### config.mk
export PLATFORM = sky130hd
export DESIGN_NAME = b_id_ex_stage_flat
export DESIGN_NICKNAME = d
export VERILOG_FILES = /design/src/rtl/b_id_ex_stage_if.sv /design/src/rtl/b_id_ex_stage.sv /design/src/flat_wrapper.sv
export SDC_FILE = /design/constraint.sdc
export NUM_CORES = 1
export LEC_CHECK = 0
export ABC_AREA = 1
export ABC_CLOCK_PERIOD_IN_PS = 1900
export CORE_MARGIN = 2
export CORE_UTILIZATION = 40
export CTS_CLUSTER_SIZE = 12
export DETAILED_ROUTE_END_ITERATION = 16
export GPL_TIMING_DRIVEN = 0
export PLACE_DENSITY = 0.84
export SKIP_CTS_REPAIR_TIMING = 1
export SLEW_MARGIN = 15
export SYNTH_ARGS = -nofsm -noshare
export SYNTH_HDL_FRONTEND = slang
export SYNTH_SLANG_ARGS = --single-unit
### constraint.sdc
create_clock -name i_clk -period 1.9 [get_ports i_clk]
set_clock_uncertainty 0.15 [all_clocks]
set_input_delay 0.38 -clock i_clk [delete_from_list [all_inputs] [get_ports i_clk]]
set_output_delay 0.38 -clock i_clk [all_outputs]
set_load 0.01 [all_outputs]
### src/rtl/b_id_ex_stage_if.sv
`default_nettype none
// ============================================================================
// Module      : b_id_ex_stage_if
// Description : Signal bundle between the decode stage, the downstream
//               pipeline stages and the ID/EX register. The "slave" modport
//               is the ID/EX stage; the "master" modport is whoever drives
//               the decoded instruction and the forwarding sources.
//   Signals (slave view):
//     in  b_id_*              decoded ID fields (valid, data, addrs, ctrl)
//     in  b_flush / b_hold    branch kill / downstream freeze
//     in  b_exmem_*, b_memwb_* forwarding sources
//     out b_stall             hold PC and IF/ID
//     out b_alu_*             final ALU operands, shamt, ctrl
//     out b_ex_*              store data, valid, rd, reg_write, mem_read
//     out b_bubble_cnt        saturating load-use bubble count
// Revision    : 1.0 - initial release
// ============================================================================
interface b_id_ex_stage_if #(
    parameter int DATA_W = 32,
    parameter int REG_AW = 5,
    parameter int CNT_W  = 16
) ();
    logic              b_id_valid;
    logic [DATA_W-1:0] b_id_rs_data;
    logic [DATA_W-1:0] b_id_rt_data;
    logic [DATA_W-1:0] b_id_imm;
    logic [REG_AW-1:0] b_id_rs_addr;
    logic [REG_AW-1:0] b_id_rt_addr;
    logic [REG_AW-1:0] b_id_rd_addr;
    logic [4:0]        b_id_shamt;
    logic [3:0]        b_id_alu_ctrl;
    logic              b_id_alu_src;
    logic              b_id_reg_write;
    logic              b_id_mem_read;
    logic              b_flush;
    logic              b_hold;
    logic              b_exmem_reg_write;
    logic [REG_AW-1:0] b_exmem_rd_addr;
    logic [DATA_W-1:0] b_exmem_result;
    logic              b_memwb_reg_write;
    logic [REG_AW-1:0] b_memwb_rd_addr;
    logic [DATA_W-1:0] b_memwb_result;

    logic              b_stall;
    logic [DATA_W-1:0] b_alu_operand_1;
    logic [DATA_W-1:0] b_alu_operand_2;
    logic [4:0]        b_alu_shamt;
    logic [3:0]        b_alu_ctrl;
    logic [DATA_W-1:0] b_ex_store_data;
    logic              b_ex_valid;
    logic [REG_AW-1:0] b_ex_rd_addr;
    logic              b_ex_reg_write;
    logic              b_ex_mem_read;
    logic [CNT_W-1:0]  b_bubble_cnt;

    modport slave (
        input  b_id_valid, b_id_rs_data, b_id_rt_data, b_id_imm,
               b_id_rs_addr, b_id_rt_addr, b_id_rd_addr, b_id_shamt,
               b_id_alu_ctrl, b_id_alu_src, b_id_reg_write, b_id_mem_read,
               b_flush, b_hold,
               b_exmem_reg_write, b_exmem_rd_addr, b_exmem_result,
               b_memwb_reg_write, b_memwb_rd_addr, b_memwb_result,
        output b_stall, b_alu_operand_1, b_alu_operand_2, b_alu_shamt,
               b_alu_ctrl, b_ex_store_data, b_ex_valid, b_ex_rd_addr,
               b_ex_reg_write, b_ex_mem_read, b_bubble_cnt
    );

    modport master (
        output b_id_valid, b_id_rs_data, b_id_rt_data, b_id_imm,
               b_id_rs_addr, b_id_rt_addr, b_id_rd_addr, b_id_shamt,
               b_id_alu_ctrl, b_id_alu_src, b_id_reg_write, b_id_mem_read,
               b_flush, b_hold,
               b_exmem_reg_write, b_exmem_rd_addr, b_exmem_result,
               b_memwb_reg_write, b_memwb_rd_addr, b_memwb_result,
        input  b_stall, b_alu_operand_1, b_alu_operand_2, b_alu_shamt,
               b_alu_ctrl, b_ex_store_data, b_ex_valid, b_ex_rd_addr,
               b_ex_reg_write, b_ex_mem_read, b_bubble_cnt
    );
endinterface
`default_nettype wire

### src/rtl/b_id_ex_stage.sv
`default_nettype none
// ============================================================================
// Module      : b_id_ex_stage
// Description : ID/EX pipeline register with operand forwarding from EX/MEM
//               and MEM/WB, load-use hazard detection (one-cycle bubble) and
//               branch-flush kill. Drives the combinational EX-stage ALU.
//   Ports:
//     i_clk  - clock, rising edge
//     i_rst  - synchronous active-high reset
//     bus    - b_id_ex_stage_if.slave (ID fields, flush/hold, forwarding
//              sources in; stall, ALU operands, EX controls, bubble count out)
// Revision    : 1.0 - initial release
// ============================================================================
module b_id_ex_stage #(
    parameter int DATA_W = 32,
    parameter int REG_AW = 5,
    parameter int CNT_W  = 16
) (
    input  wire logic            i_clk,
    input  wire logic            i_rst,
    b_id_ex_stage_if.slave       bus
);

    localparam logic [REG_AW-1:0] C_REG_ZERO = '0;
    localparam logic [CNT_W-1:0]  C_CNT_MAX  = '1;
    localparam logic [CNT_W-1:0]  C_CNT_ONE  = CNT_W'(1);

    logic              r_valid;
    logic [DATA_W-1:0] r_rs_data;
    logic [DATA_W-1:0] r_rt_data;
    logic [DATA_W-1:0] r_imm;
    logic [REG_AW-1:0] r_rs_addr;
    logic [REG_AW-1:0] r_rt_addr;
    logic [REG_AW-1:0] r_rd_addr;
    logic [4:0]        r_shamt;
    logic [3:0]        r_alu_ctrl;
    logic              r_alu_src;
    logic              r_reg_write;
    logic              r_mem_read;
    logic [CNT_W-1:0]  r_bubble_cnt;

    logic              w_ex_reg_write;
    logic              w_ex_mem_read;
    logic              w_load_use;
    logic [DATA_W-1:0] w_fwd_rs;
    logic [DATA_W-1:0] w_fwd_rt;

    // Younger producer (EX/MEM) wins over MEM/WB; r0 is hard-wired and
    // never takes a forwarded value.
    function automatic logic [DATA_W-1:0] f_forward(
        input logic [REG_AW-1:0] src_addr,
        input logic [DATA_W-1:0] reg_data,
        input logic              exmem_wr,
        input logic [REG_AW-1:0] exmem_rd,
        input logic [DATA_W-1:0] exmem_res,
        input logic              memwb_wr,
        input logic [REG_AW-1:0] memwb_rd,
        input logic [DATA_W-1:0] memwb_res
    );
        logic [DATA_W-1:0] v;
        v = reg_data;
        if (src_addr != C_REG_ZERO) begin
            if (exmem_wr && (exmem_rd == src_addr)) begin
                v = exmem_res;
            end else if (memwb_wr && (memwb_rd == src_addr)) begin
                v = memwb_res;
            end
        end
        return v;
    endfunction

    assign w_ex_reg_write = r_valid & r_reg_write;
    assign w_ex_mem_read  = r_valid & r_mem_read;

    // Both source fields are compared even when the ID instruction does not
    // actually read rt; a spurious bubble is cheaper than decoding usage here.
    assign w_load_use = w_ex_mem_read
                      & (r_rd_addr != C_REG_ZERO)
                      & bus.b_id_valid
                      & ((r_rd_addr == bus.b_id_rs_addr) |
                         (r_rd_addr == bus.b_id_rt_addr));

    assign w_fwd_rs = f_forward(r_rs_addr, r_rs_data,
                                bus.b_exmem_reg_write, bus.b_exmem_rd_addr,
                                bus.b_exmem_result,
                                bus.b_memwb_reg_write, bus.b_memwb_rd_addr,
                                bus.b_memwb_result);

    assign w_fwd_rt = f_forward(r_rt_addr, r_rt_data,
                                bus.b_exmem_reg_write, bus.b_exmem_rd_addr,
                                bus.b_exmem_result,
                                bus.b_memwb_reg_write, bus.b_memwb_rd_addr,
                                bus.b_memwb_result);

    always_ff @(posedge i_clk) begin
        if (i_rst) begin
            r_valid      <= 1'b0;
            r_rs_data    <= '0;
            r_rt_data    <= '0;
            r_imm        <= '0;
            r_rs_addr    <= '0;
            r_rt_addr    <= '0;
            r_rd_addr    <= '0;
            r_shamt      <= '0;
            r_alu_ctrl   <= '0;
            r_alu_src    <= 1'b0;
            r_reg_write  <= 1'b0;
            r_mem_read   <= 1'b0;
            r_bubble_cnt <= '0;
        end else if (bus.b_hold) begin
            // Freeze: all registers keep their value. A pending flush is
            // held by its source until hold drops, so nothing is lost.
        end else if (bus.b_flush) begin
            r_valid     <= 1'b0;
            r_reg_write <= 1'b0;
            r_mem_read  <= 1'b0;
        end else if (w_load_use) begin
            r_valid     <= 1'b0;
            r_reg_write <= 1'b0;
            r_mem_read  <= 1'b0;
            if (r_bubble_cnt != C_CNT_MAX) begin
                r_bubble_cnt <= r_bubble_cnt + C_CNT_ONE;
            end
        end else begin
            r_valid     <= bus.b_id_valid;
            r_rs_data   <= bus.b_id_rs_data;
            r_rt_data   <= bus.b_id_rt_data;
            r_imm       <= bus.b_id_imm;
            r_rs_addr   <= bus.b_id_rs_addr;
            r_rt_addr   <= bus.b_id_rt_addr;
            r_rd_addr   <= bus.b_id_rd_addr;
            r_shamt     <= bus.b_id_shamt;
            r_alu_ctrl  <= bus.b_id_alu_ctrl;
            r_alu_src   <= bus.b_id_alu_src;
            r_reg_write <= bus.b_id_reg_write;
            r_mem_read  <= bus.b_id_mem_read;
        end
    end

    // A flush kills the consumer anyway, so it suppresses the load-use stall.
    assign bus.b_stall         = bus.b_hold | (w_load_use & ~bus.b_flush);
    assign bus.b_alu_operand_1 = w_fwd_rs;
    assign bus.b_alu_operand_2 = r_alu_src ? r_imm : w_fwd_rt;
    assign bus.b_alu_shamt     = r_shamt;
    assign bus.b_alu_ctrl      = r_alu_ctrl;
    assign bus.b_ex_store_data = w_fwd_rt;
    assign bus.b_ex_valid      = r_valid;
    assign bus.b_ex_rd_addr    = r_rd_addr;
    assign bus.b_ex_reg_write  = w_ex_reg_write;
    assign bus.b_ex_mem_read   = w_ex_mem_read;
    assign bus.b_bubble_cnt    = r_bubble_cnt;

endmodule
`default_nettype wire
### src/flat_wrapper.sv
// flat-port wrapper written by rule: the top's interface ports become plain ports
module b_id_ex_stage_flat 
#(
    parameter int DATA_W = 32,
    parameter int REG_AW = 5,
    parameter int CNT_W  = 16
)
  (i_clk, i_rst, bus_b_id_valid, bus_b_id_rs_data, bus_b_id_rt_data, bus_b_id_imm, bus_b_id_rs_addr, bus_b_id_rt_addr, bus_b_id_rd_addr, bus_b_id_shamt, bus_b_id_alu_ctrl, bus_b_id_alu_src, bus_b_id_reg_write, bus_b_id_mem_read, bus_b_flush, bus_b_hold, bus_b_exmem_reg_write, bus_b_exmem_rd_addr, bus_b_exmem_result, bus_b_memwb_reg_write, bus_b_memwb_rd_addr, bus_b_memwb_result, bus_b_stall, bus_b_alu_operand_1, bus_b_alu_operand_2, bus_b_alu_shamt, bus_b_alu_ctrl, bus_b_ex_store_data, bus_b_ex_valid, bus_b_ex_rd_addr, bus_b_ex_reg_write, bus_b_ex_mem_read, bus_b_bubble_cnt);
  b_id_ex_stage_if #(.DATA_W(DATA_W), .REG_AW(REG_AW), .CNT_W(CNT_W)) bus_i ();
  input  wire logic i_clk;
  input  wire logic i_rst;
  input wire logic [$bits(bus_i.b_id_valid)-1:0] bus_b_id_valid;
  input wire logic [$bits(bus_i.b_id_rs_data)-1:0] bus_b_id_rs_data;
  input wire logic [$bits(bus_i.b_id_rt_data)-1:0] bus_b_id_rt_data;
  input wire logic [$bits(bus_i.b_id_imm)-1:0] bus_b_id_imm;
  input wire logic [$bits(bus_i.b_id_rs_addr)-1:0] bus_b_id_rs_addr;
  input wire logic [$bits(bus_i.b_id_rt_addr)-1:0] bus_b_id_rt_addr;
  input wire logic [$bits(bus_i.b_id_rd_addr)-1:0] bus_b_id_rd_addr;
  input wire logic [$bits(bus_i.b_id_shamt)-1:0] bus_b_id_shamt;
  input wire logic [$bits(bus_i.b_id_alu_ctrl)-1:0] bus_b_id_alu_ctrl;
  input wire logic [$bits(bus_i.b_id_alu_src)-1:0] bus_b_id_alu_src;
  input wire logic [$bits(bus_i.b_id_reg_write)-1:0] bus_b_id_reg_write;
  input wire logic [$bits(bus_i.b_id_mem_read)-1:0] bus_b_id_mem_read;
  input wire logic [$bits(bus_i.b_flush)-1:0] bus_b_flush;
  input wire logic [$bits(bus_i.b_hold)-1:0] bus_b_hold;
  input wire logic [$bits(bus_i.b_exmem_reg_write)-1:0] bus_b_exmem_reg_write;
  input wire logic [$bits(bus_i.b_exmem_rd_addr)-1:0] bus_b_exmem_rd_addr;
  input wire logic [$bits(bus_i.b_exmem_result)-1:0] bus_b_exmem_result;
  input wire logic [$bits(bus_i.b_memwb_reg_write)-1:0] bus_b_memwb_reg_write;
  input wire logic [$bits(bus_i.b_memwb_rd_addr)-1:0] bus_b_memwb_rd_addr;
  input wire logic [$bits(bus_i.b_memwb_result)-1:0] bus_b_memwb_result;
  output wire logic [$bits(bus_i.b_stall)-1:0] bus_b_stall;
  output wire logic [$bits(bus_i.b_alu_operand_1)-1:0] bus_b_alu_operand_1;
  output wire logic [$bits(bus_i.b_alu_operand_2)-1:0] bus_b_alu_operand_2;
  output wire logic [$bits(bus_i.b_alu_shamt)-1:0] bus_b_alu_shamt;
  output wire logic [$bits(bus_i.b_alu_ctrl)-1:0] bus_b_alu_ctrl;
  output wire logic [$bits(bus_i.b_ex_store_data)-1:0] bus_b_ex_store_data;
  output wire logic [$bits(bus_i.b_ex_valid)-1:0] bus_b_ex_valid;
  output wire logic [$bits(bus_i.b_ex_rd_addr)-1:0] bus_b_ex_rd_addr;
  output wire logic [$bits(bus_i.b_ex_reg_write)-1:0] bus_b_ex_reg_write;
  output wire logic [$bits(bus_i.b_ex_mem_read)-1:0] bus_b_ex_mem_read;
  output wire logic [$bits(bus_i.b_bubble_cnt)-1:0] bus_b_bubble_cnt;
  assign bus_i.b_id_valid = bus_b_id_valid;
  assign bus_i.b_id_rs_data = bus_b_id_rs_data;
  assign bus_i.b_id_rt_data = bus_b_id_rt_data;
  assign bus_i.b_id_imm = bus_b_id_imm;
  assign bus_i.b_id_rs_addr = bus_b_id_rs_addr;
  assign bus_i.b_id_rt_addr = bus_b_id_rt_addr;
  assign bus_i.b_id_rd_addr = bus_b_id_rd_addr;
  assign bus_i.b_id_shamt = bus_b_id_shamt;
  assign bus_i.b_id_alu_ctrl = bus_b_id_alu_ctrl;
  assign bus_i.b_id_alu_src = bus_b_id_alu_src;
  assign bus_i.b_id_reg_write = bus_b_id_reg_write;
  assign bus_i.b_id_mem_read = bus_b_id_mem_read;
  assign bus_i.b_flush = bus_b_flush;
  assign bus_i.b_hold = bus_b_hold;
  assign bus_i.b_exmem_reg_write = bus_b_exmem_reg_write;
  assign bus_i.b_exmem_rd_addr = bus_b_exmem_rd_addr;
  assign bus_i.b_exmem_result = bus_b_exmem_result;
  assign bus_i.b_memwb_reg_write = bus_b_memwb_reg_write;
  assign bus_i.b_memwb_rd_addr = bus_b_memwb_rd_addr;
  assign bus_i.b_memwb_result = bus_b_memwb_result;
  assign bus_b_stall = bus_i.b_stall;
  assign bus_b_alu_operand_1 = bus_i.b_alu_operand_1;
  assign bus_b_alu_operand_2 = bus_i.b_alu_operand_2;
  assign bus_b_alu_shamt = bus_i.b_alu_shamt;
  assign bus_b_alu_ctrl = bus_i.b_alu_ctrl;
  assign bus_b_ex_store_data = bus_i.b_ex_store_data;
  assign bus_b_ex_valid = bus_i.b_ex_valid;
  assign bus_b_ex_rd_addr = bus_i.b_ex_rd_addr;
  assign bus_b_ex_reg_write = bus_i.b_ex_reg_write;
  assign bus_b_ex_mem_read = bus_i.b_ex_mem_read;
  assign bus_b_bubble_cnt = bus_i.b_bubble_cnt;
  b_id_ex_stage #(.DATA_W(DATA_W), .REG_AW(REG_AW), .CNT_W(CNT_W)) u_core (.i_clk(i_clk), .i_rst(i_rst), .bus(bus_i));
endmodule
# After elaboration in Yosys (flattened, before gate mapping)
# Cells that the tools add are included.
# totals
regBits,140
input_bits,204
output_inout_bits,130
word_cells,54
# op_classes
add_sub_neg,1
n_eq_ne,7
mux,13
bitwise,11
reduce_logical,9
# ops
operator,count
$mux 32,7
$eq 5x5->1,6
$add 16x1->16 const B,1
$ne 16x16->1 const B,1
$reduce_bool 5->1,3
$and 1x1->1,6
$mux 1,6
$logic_and 1x1->1,4
$reduce_and 4->1,1
$not 1->1,3
$reduce_and 3->1,1
$or 1x1->1,2

# Logic depth before layout (Yosys ltp)
# Gate-level depths: netlist of run 1.
# logic_depth
ltp_word,6
ltp_mapped,12
mapped_depth_nobuf,10

# Worst setup path after synthesis of run 1
# No wires, ideal clock.
# synth_path
path_type,input port to output port
start,in bus_b_exmem_rd_addr[1]
end,out bus_b_alu_operand_1[10]
arrival_ns,1.538
required_time_ns,1.370
path_slack_ns,-0.168
stages,7
n_path_buf,2
cell_sequence,or2_2 -> nand3_1 -> nand3b_1 -> buf_2 -> clkbuf_1 -> o21ai_0 -> a21oi_1
# synth_between
elab_chain_cells,4
# synth_rtl
element,line_no,rtl
from (decl),flat_wrapper.sv:27,input wire logic [$bits(bus_i.b_exmem_rd_addr)-1:0] bus_b_exmem_rd_addr;
$eq 5x5->1,b_id_ex_stage.sv:63,if (exmem_wr && (exmem_rd == src_addr)) begin
$logic_and 1x1->1,b_id_ex_stage.sv:63,
$mux 32,b_id_ex_stage.sv:63,
$mux 32,b_id_ex_stage.sv:62,if (src_addr != C_REG_ZERO) begin
to (decl),flat_wrapper.sv:33,output wire logic [$bits(bus_i.b_alu_operand_1)-1:0] bus_b_alu_operand_1;
# Every way passes these cells.

# Worst setup path in the final report of run 1
# layout_path
start,reg u_core.r_rt_addr[1]
end,out bus_b_alu_operand_2[20]
# layout_between
elab_chain_cells,6
elab_cells_between_ends,9
cone_classes,eq/ne: 2; mux: 4; reduce/logical: 3
# layout_rtl
element,line_no,rtl
from (decl),b_id_ex_stage.sv:33,logic [REG_AW-1:0] r_rt_addr;
from (signal assigned),b_id_ex_stage.sv:130,r_rt_addr <= bus.b_id_rt_addr;
$eq 5x5->1,b_id_ex_stage.sv:65,end else if (memwb_wr && (memwb_rd == src_addr)) begin
$logic_and 1x1->1,b_id_ex_stage.sv:65,
$mux 32,b_id_ex_stage.sv:65,
$mux 32,b_id_ex_stage.sv:63,
$mux 32 *,b_id_ex_stage.sv:62,
$mux 32 *,b_id_ex_stage.sv:143,assign bus.b_alu_operand_2 = r_alu_src ? r_imm : w_fwd_rt;
to (decl),flat_wrapper.sv:34,output wire logic [$bits(bus_i.b_alu_operand_2)-1:0] bus_b_alu_operand_2;
# Every way passes the cells marked *; elsewhere a longest branch is shown, timed or not.

==> run metrics, run 1 <==
hold path depth 3; post-route ant nets 0; minimum clock period 2.816 ns; CTS H-tree depth 4; Die Width 148.1 um; total die area 21,940 sq um; area grow syn2layout 76.49%; Critical Path Source Type register; Reg-to-Reg Start u_core.bus.b_ex_rd_addr[0]; Multi-input gate area 5660 sq um; TritonCTS clock tree built; CTS root buf clkbuf_16; Clock power frac 41.6%; Reg area 2844 sq um; top-level port count 334; EDFF count, synth 0; worst-margin pin slew 0.7007 ns; NetSw 2.650 mW; max-cap violation count 0; Hold Crit Endpoint u_core.r_rt_addr[4]; violated checks negative setup slack; reg2reg setup slack -0.20 ns; outcome complete, but fails checks; first-pass GRT wire length 55,400 um; Final Hold Fails 0; most area-hungry cell type in the Yosys netlist dfxtp_1; worst path arrival time 2.29 ns; WP data required 1.37 ns; Slew Viols, Final 0; ys async rst share 0%; initial antenna violation count 5; largest net degree at the start of global routing 17; PwrDens 628.4 nW/um^2; Fillers 1,577; final period utilization 148.2%; Core Util, Final 72.24%; Total Neg Setup Slack -85.05 ns; Comb power frac 24.3%; Tot GR Track Use 32.66%; via/cell ratio 5.622; achievable clock frequency 355.1 MHz; setup violators final 237; syn avg cell area 6.182 sq um; share of layout cells above drive strength 1 30.64%; clk_lat worst skew 0.43 ns; Slew HR 53.29%; unrepaired setup endpoints after global routing true; sequential share of power 34.1%; port bufs 332; Internal Power 6.566 mW; core area 20,300 sq um; Area contributors post-synth dfxtp_1, nand2_1, a21oi_1; Routability Congestion 0.9505; top-area cell type share of the netlist area 33.73%; Synth Warn # 0; worst-case reg-to-reg path depth 9; Clk pin slew, worst setup/hold paths 0.06 ns; router iterations before antenna repair 6; Post-Synthesis Cells 1,344; CP Class reg -> out; synthesized area 8309 sq um; FF-to-FF End u_core.r_rs_data[21]; wire per inst 20.56 um; worst min path class in -> reg; Num Clock Sinks 140; Peak supply drop 0.7066 mV; Core Rows 52; Die Height 148.1 um; via count 11,410; register bit total from synthesis 140; total CTS buffers 17; initial cell density of the core 40.93%; sequential fraction of the synthesis area 33.73%; Switching Share 28.75%; initial DRC count 1,052; Unique masters post-synth 27; top_reg_cell synth dfxtp_1; leak pwr 6.251 nW; Total Nets Final 1,948; HP Start bus_b_id_rt_addr[4]; Remaining DRCs 0; worst setup margin -0.9162 ns; post-synth net total 1,549; grt total ovfl 0; Post-DP HPWL 28,600 um; routed wire length 41,740 um; Crit. End Element output pin; number of global-route vias before repair 10,250; Max clock buf depth 2; Crit Path Max Fanout 5
[power groups by stage]
stage	clock network [mW]	logic [mW]	registers, mW
floorplan	0	0.857	3.18
global placement	0	1.85	3.19
detailed placement	0	1.87	3.20
CTS	3.79	1.88	3.13
global route	3.94	2.36	3.15
finish	3.83	2.24	3.15
[Yosys cell counts, types with 2 or more instances]
master	n
xnor2_1	7
dfxtp_1	140
and2_1	33
inv_2	5
nand3b_1	2
nand2_2	2
nor2_1	94
buf_4	10
clkbuf_1	51
o21a_1	32
inv_1	112
a21oi_1	206
o21ai_0	72
nand4_1	10
xor2_1	5
buf_2	24
nand2_1	338
nand3_1	171
or2_2	2
o22ai_1	7
buf_1	12
nor3_1	4
[how the worst max path moves through the flow]
stage                                 startpoint                      end
after CTS                 bus_b_memwb_rd_addr[3]  bus_b_alu_operand_1[24]
after detailed placement  bus_b_memwb_rd_addr[3]  bus_b_alu_operand_1[24]
after floorplan           bus_b_exmem_rd_addr[1]   bus_b_alu_operand_1[1]
after global placement    bus_b_memwb_rd_addr[3]  bus_b_alu_operand_1[29]
final                        u_core.r_rt_addr[1]  bus_b_alu_operand_2[20]
after global routing         u_core.r_rt_addr[1]  bus_b_alu_operand_2[20]
[stage by stage]
| step | power (mW) | cell area (sq um) | instances | worst slack [ns] | hold slack, ns |
|---|---|---|---|---|---|
| global route | 9.455 | 14660 | 2028 | -0.9871 | 0.1504 |
| finish | 9.216 | 14670 | 2030 | -0.9162 | 0.1401 |
| global placement | 5.043 | 12140 | 1946 | -1.703 | 0.2973 |
| CTS | 8.809 | 12810 | 1978 | -1.729 | 0.3112 |
| floorplan | 4.038 | 8482 | 1344 | -0.03414 | 0.2889 |
| detailed placement | 5.064 | 12140 | 1946 | -1.710 | 0.3017 |
[critical path, stage by stage (launching register included)]
cell and delay [ns]:
dfxtp_4 0.37, xor2_1 0.17, a21oi_2 0.17, nand3_4 0.16
buf_12 0.19, buf_12 0.15, nor2_4 0.08, nor2_2 0.05
nand2_2 0.15, buf_6 0.12, nand3_2 0.06, nand2_2 0.09
buf_6 0.10
[final cells by class]
class,instances,share of cell area [%]
sequential,140,19.39
inverter,117,3.046
antenna,4,0.06825
clock buffer,20,3.114
timing repair buffer,383,26.82
tap,270,2.304
buffer,95,5.238
multi-input combinational,989,38.60
clock inverter,12,1.425
[registers in the layout, indices dropped and copies added, names as in the netlist]
name / count
u_core.r_rt_addr: 5
u_core.bus.b_alu_shamt: 5
u_core.r_mem_read: 1
u_core.r_imm: 32
u_core.r_alu_src: 1
u_core.r_reg_write: 1
u_core.r_rt_data: 32
u_core.bus.b_alu_ctrl: 4
u_core.bus.b_ex_rd_addr: 5
u_core.bus.b_bubble_cnt: 16
u_core.bus.b_ex_valid: 1
u_core.r_rs_data: 32
u_core.r_rs_addr: 5
[routing by layer]
metal | track usage, % | vias up | part of all wire [%]
met1 | 40.29 | 5355 | 38
met4 | 13.29 | 2 | 5.4
li1 | - | 5206 | -
met5 | 0 | - | 0.024
met2 | 55.12 | 681 | 47
met3 | 7.546 | 169 | 9.9
[cells by family (layout without fill, tap and decap cells)]
kind of cell	after synthesis	after routing	share of synthesized area [%]
flops	140	140	33.73
xor+xnor	12	12	1.265
compound gates	318	318	20.25
fa+ha+maj	1	1	0.1506
other cells	0	4	0
buf+inv	215	627	10.62
simple gates	658	658	33.99
[placed cells by master (no fill, tap or decap), drive strengths merged, types with 2 or more instances in the layout]
cell	Yosys	final
nand2	341	341
clkdlybuf4s50	0	216
a21oi	206	206
buf	47	183
nand3	171	171
dfxtp	140	140
inv	117	119
nor2	95	95
clkbuf	51	80
o21ai	72	72
and2	33	33
o21a	32	32
dlymetal6s2s	0	19
nand4	10	10
o22ai	7	7
xnor2	7	7
xor2	5	5
bufinv	0	5
diode	0	4
nor3	4	4
clkinv	0	3
nand3b	2	2
clkinvlp	0	2
or2	2	2
Power figures use the tool's default switching activity.
==> run 2: changes to the inputs <==
TNS_END_PERCENT = 100   (was not set)
==> results of run 2 <==
Final layout, timing and power as in run 1 (identical DEF).
==> run 3: changes to the inputs <==
CORE_MARGIN = not set   (was 2)
==> run metrics, run 3 (same netlist as run 1, synthesis figures left out) <==
PwrDens 615.1 nW/um^2; sequential share of power 35.1%; slowest stage delay, CP 0.36 ns; Routability Congestion 0.9564; reg2reg setup slack -0.24 ns; Die Height 146.1 um; Internal Power 6.271 mW; port bufs 332; Slew HR 49.21%; CTS H-tree depth 4; Switching Share 30.00%; via count 11,270; total die area 21,350 sq um; initial DRC count 973; minimum clock period 2.794 ns; initial cell density of the core 40.93%; TritonCTS clock tree built; Crit Path Max Fanout 4; routed wire length 40,070 um; worst path arrival time 2.26 ns; clk_lat worst skew 0.44 ns; number of global-route vias before repair 10,230; router iterations before antenna repair 7; biggest regs u_core.r_imm: 32 flops, u_core.r_rs_data: 32 flops, u_core.r_rt_data: 32 flops; worst-path cell chain inv_4, or2_4, nand3_2, nand3b_1, buf_4, buf_6, buf_6, buf_6, o21a_1, a21oi_2, buf_2; most frequent cells in the layout nand2_1, clkdlybuf4s50_1, a21oi_1; core area 20,300 sq um; CTS root buf clkbuf_16; via/cell ratio 5.567; Die Width 146.1 um; Peak supply drop 0.6633 mV; Remaining DRCs 0; CP Class reg -> out; Slew Viols, Final 0; final hold slack 0.1469 ns; post-route ant nets 0; Comb power frac 24.7%; unrepaired setup endpoints after global routing true; Most common cell on crit path buf_6; achievable clock frequency 358.0 MHz; final period utilization 147.0%; violated checks negative setup slack; Tot GR Track Use 33.43%; grt total ovfl 0; slowest cell on the critical path dfxtp_4; initial antenna violation count 1; most common cell after layout, fill and taps aside nand2_1; Post-DP HPWL 27,680 um; Total Nets Final 1,946; first-pass GRT wire length 55,260 um; Final Hold Fails 0; cell family with most CP delay buffers and inverters; Core Rows 52; setup violators final 207; Num Clock Sinks 140; placed instance area 12,140 sq um; worst setup margin -0.8936 ns; share of layout cells above drive strength 1 29.59%; Reg area 2838 sq um; Multi-input gate area 5643 sq um; largest net degree at the start of global routing 17; Design Area, Final 14,560 sq um; worst-margin pin slew 0.7619 ns; top-level port count 334; Critical Path Source Type register; NetSw 2.688 mW; Crit. End Element output pin; Max clock buf depth 2; wire per inst 19.79 um; Clk pin slew, worst setup/hold paths 0.06 ns; worst min path class in -> reg; leak pwr 6.219 nW; area grow syn2layout 75.28%; Clock power frac 40.3%; total CTS buffers 17; outcome complete, but fails checks; WP data required 1.37 ns; max-cap violation count 0; CP Buf/Inv Count 6; Fillers 1,581
[run 3: path summary, 6_finish.rpt]
| path | from | to | depth (start not counted) |
|---|---|---|---|
| setup / recovery | u_core.r_rs_addr[1] | bus_b_alu_operand_1[1] | 11 |
| hold / removal | bus_b_id_rs_addr[0] | u_core.r_rs_addr[0] | 3 |
| setup reg to reg | u_core.bus.b_ex_rd_addr[0] | u_core.r_rs_data[11] | 9 |
| hold reg to reg | u_core.r_rs_data[3] | u_core.r_rs_data[3] | 2 |
[run 3: power groups by stage]
stage	clock (mW)	sequential [mW]	combinational, mW
6_report	3.61	3.14	2.21
5_1_grt	3.75	3.15	2.34
4_1_cts	3.59	3.13	1.88
3_5_place_dp	0	3.20	1.86
3_3_place_gp	0	3.19	1.85
2_1_floorplan	0	3.18	0.857
[run 3: metal layers]
metal	vias up	GRT usage [%]	part of all wire [%]
met4	0	15.89	5.3
met1	5208	41.08	38
met2	711	55.52	46
li1	5200	-	-
met3	155	7.250	9.8
met5	-	0	0
[run 3: stage by stage]
stage               setup slack [ns]  power, mW  TNS [ns]  util, %  cells
finish                       -0.8936      8.959    -84.62    71.75   2025
global placement              -1.647      5.040   -235.93    59.82   1946
global route                 -0.9725      9.236   -104.79    71.75   2025
CTS                           -1.703      8.594   -188.77    62.88   1978
detailed placement            -1.669      5.059   -245.74    59.82   1946
floorplan                   -0.03414      4.038   -0.6373        -   1344
[run 3: worst reg2reg max path, cell delays in order, from the launching register on]
cell and delay (ns):
dfxtp_4 0.38, nor2_1 0.10, nand4_1 0.15, nand3_1 0.16
inv_4 0.09, nand2_8 0.09, buf_6 0.13, clkbuf_1 0.43
nand3_1 0.16, a21oi_1 0.21
[run 3: cell type report]
class                   count  area share [%]
clock buffers              18           3.015
diodes                      1         0.01718
clock inverters            14           1.254
inverters                 117           3.067
multi-input cells         989           38.75
plain buffers              98           5.619
well taps                 270           2.320
flip-flops and latches    140           19.48
repair buffers            378           26.48
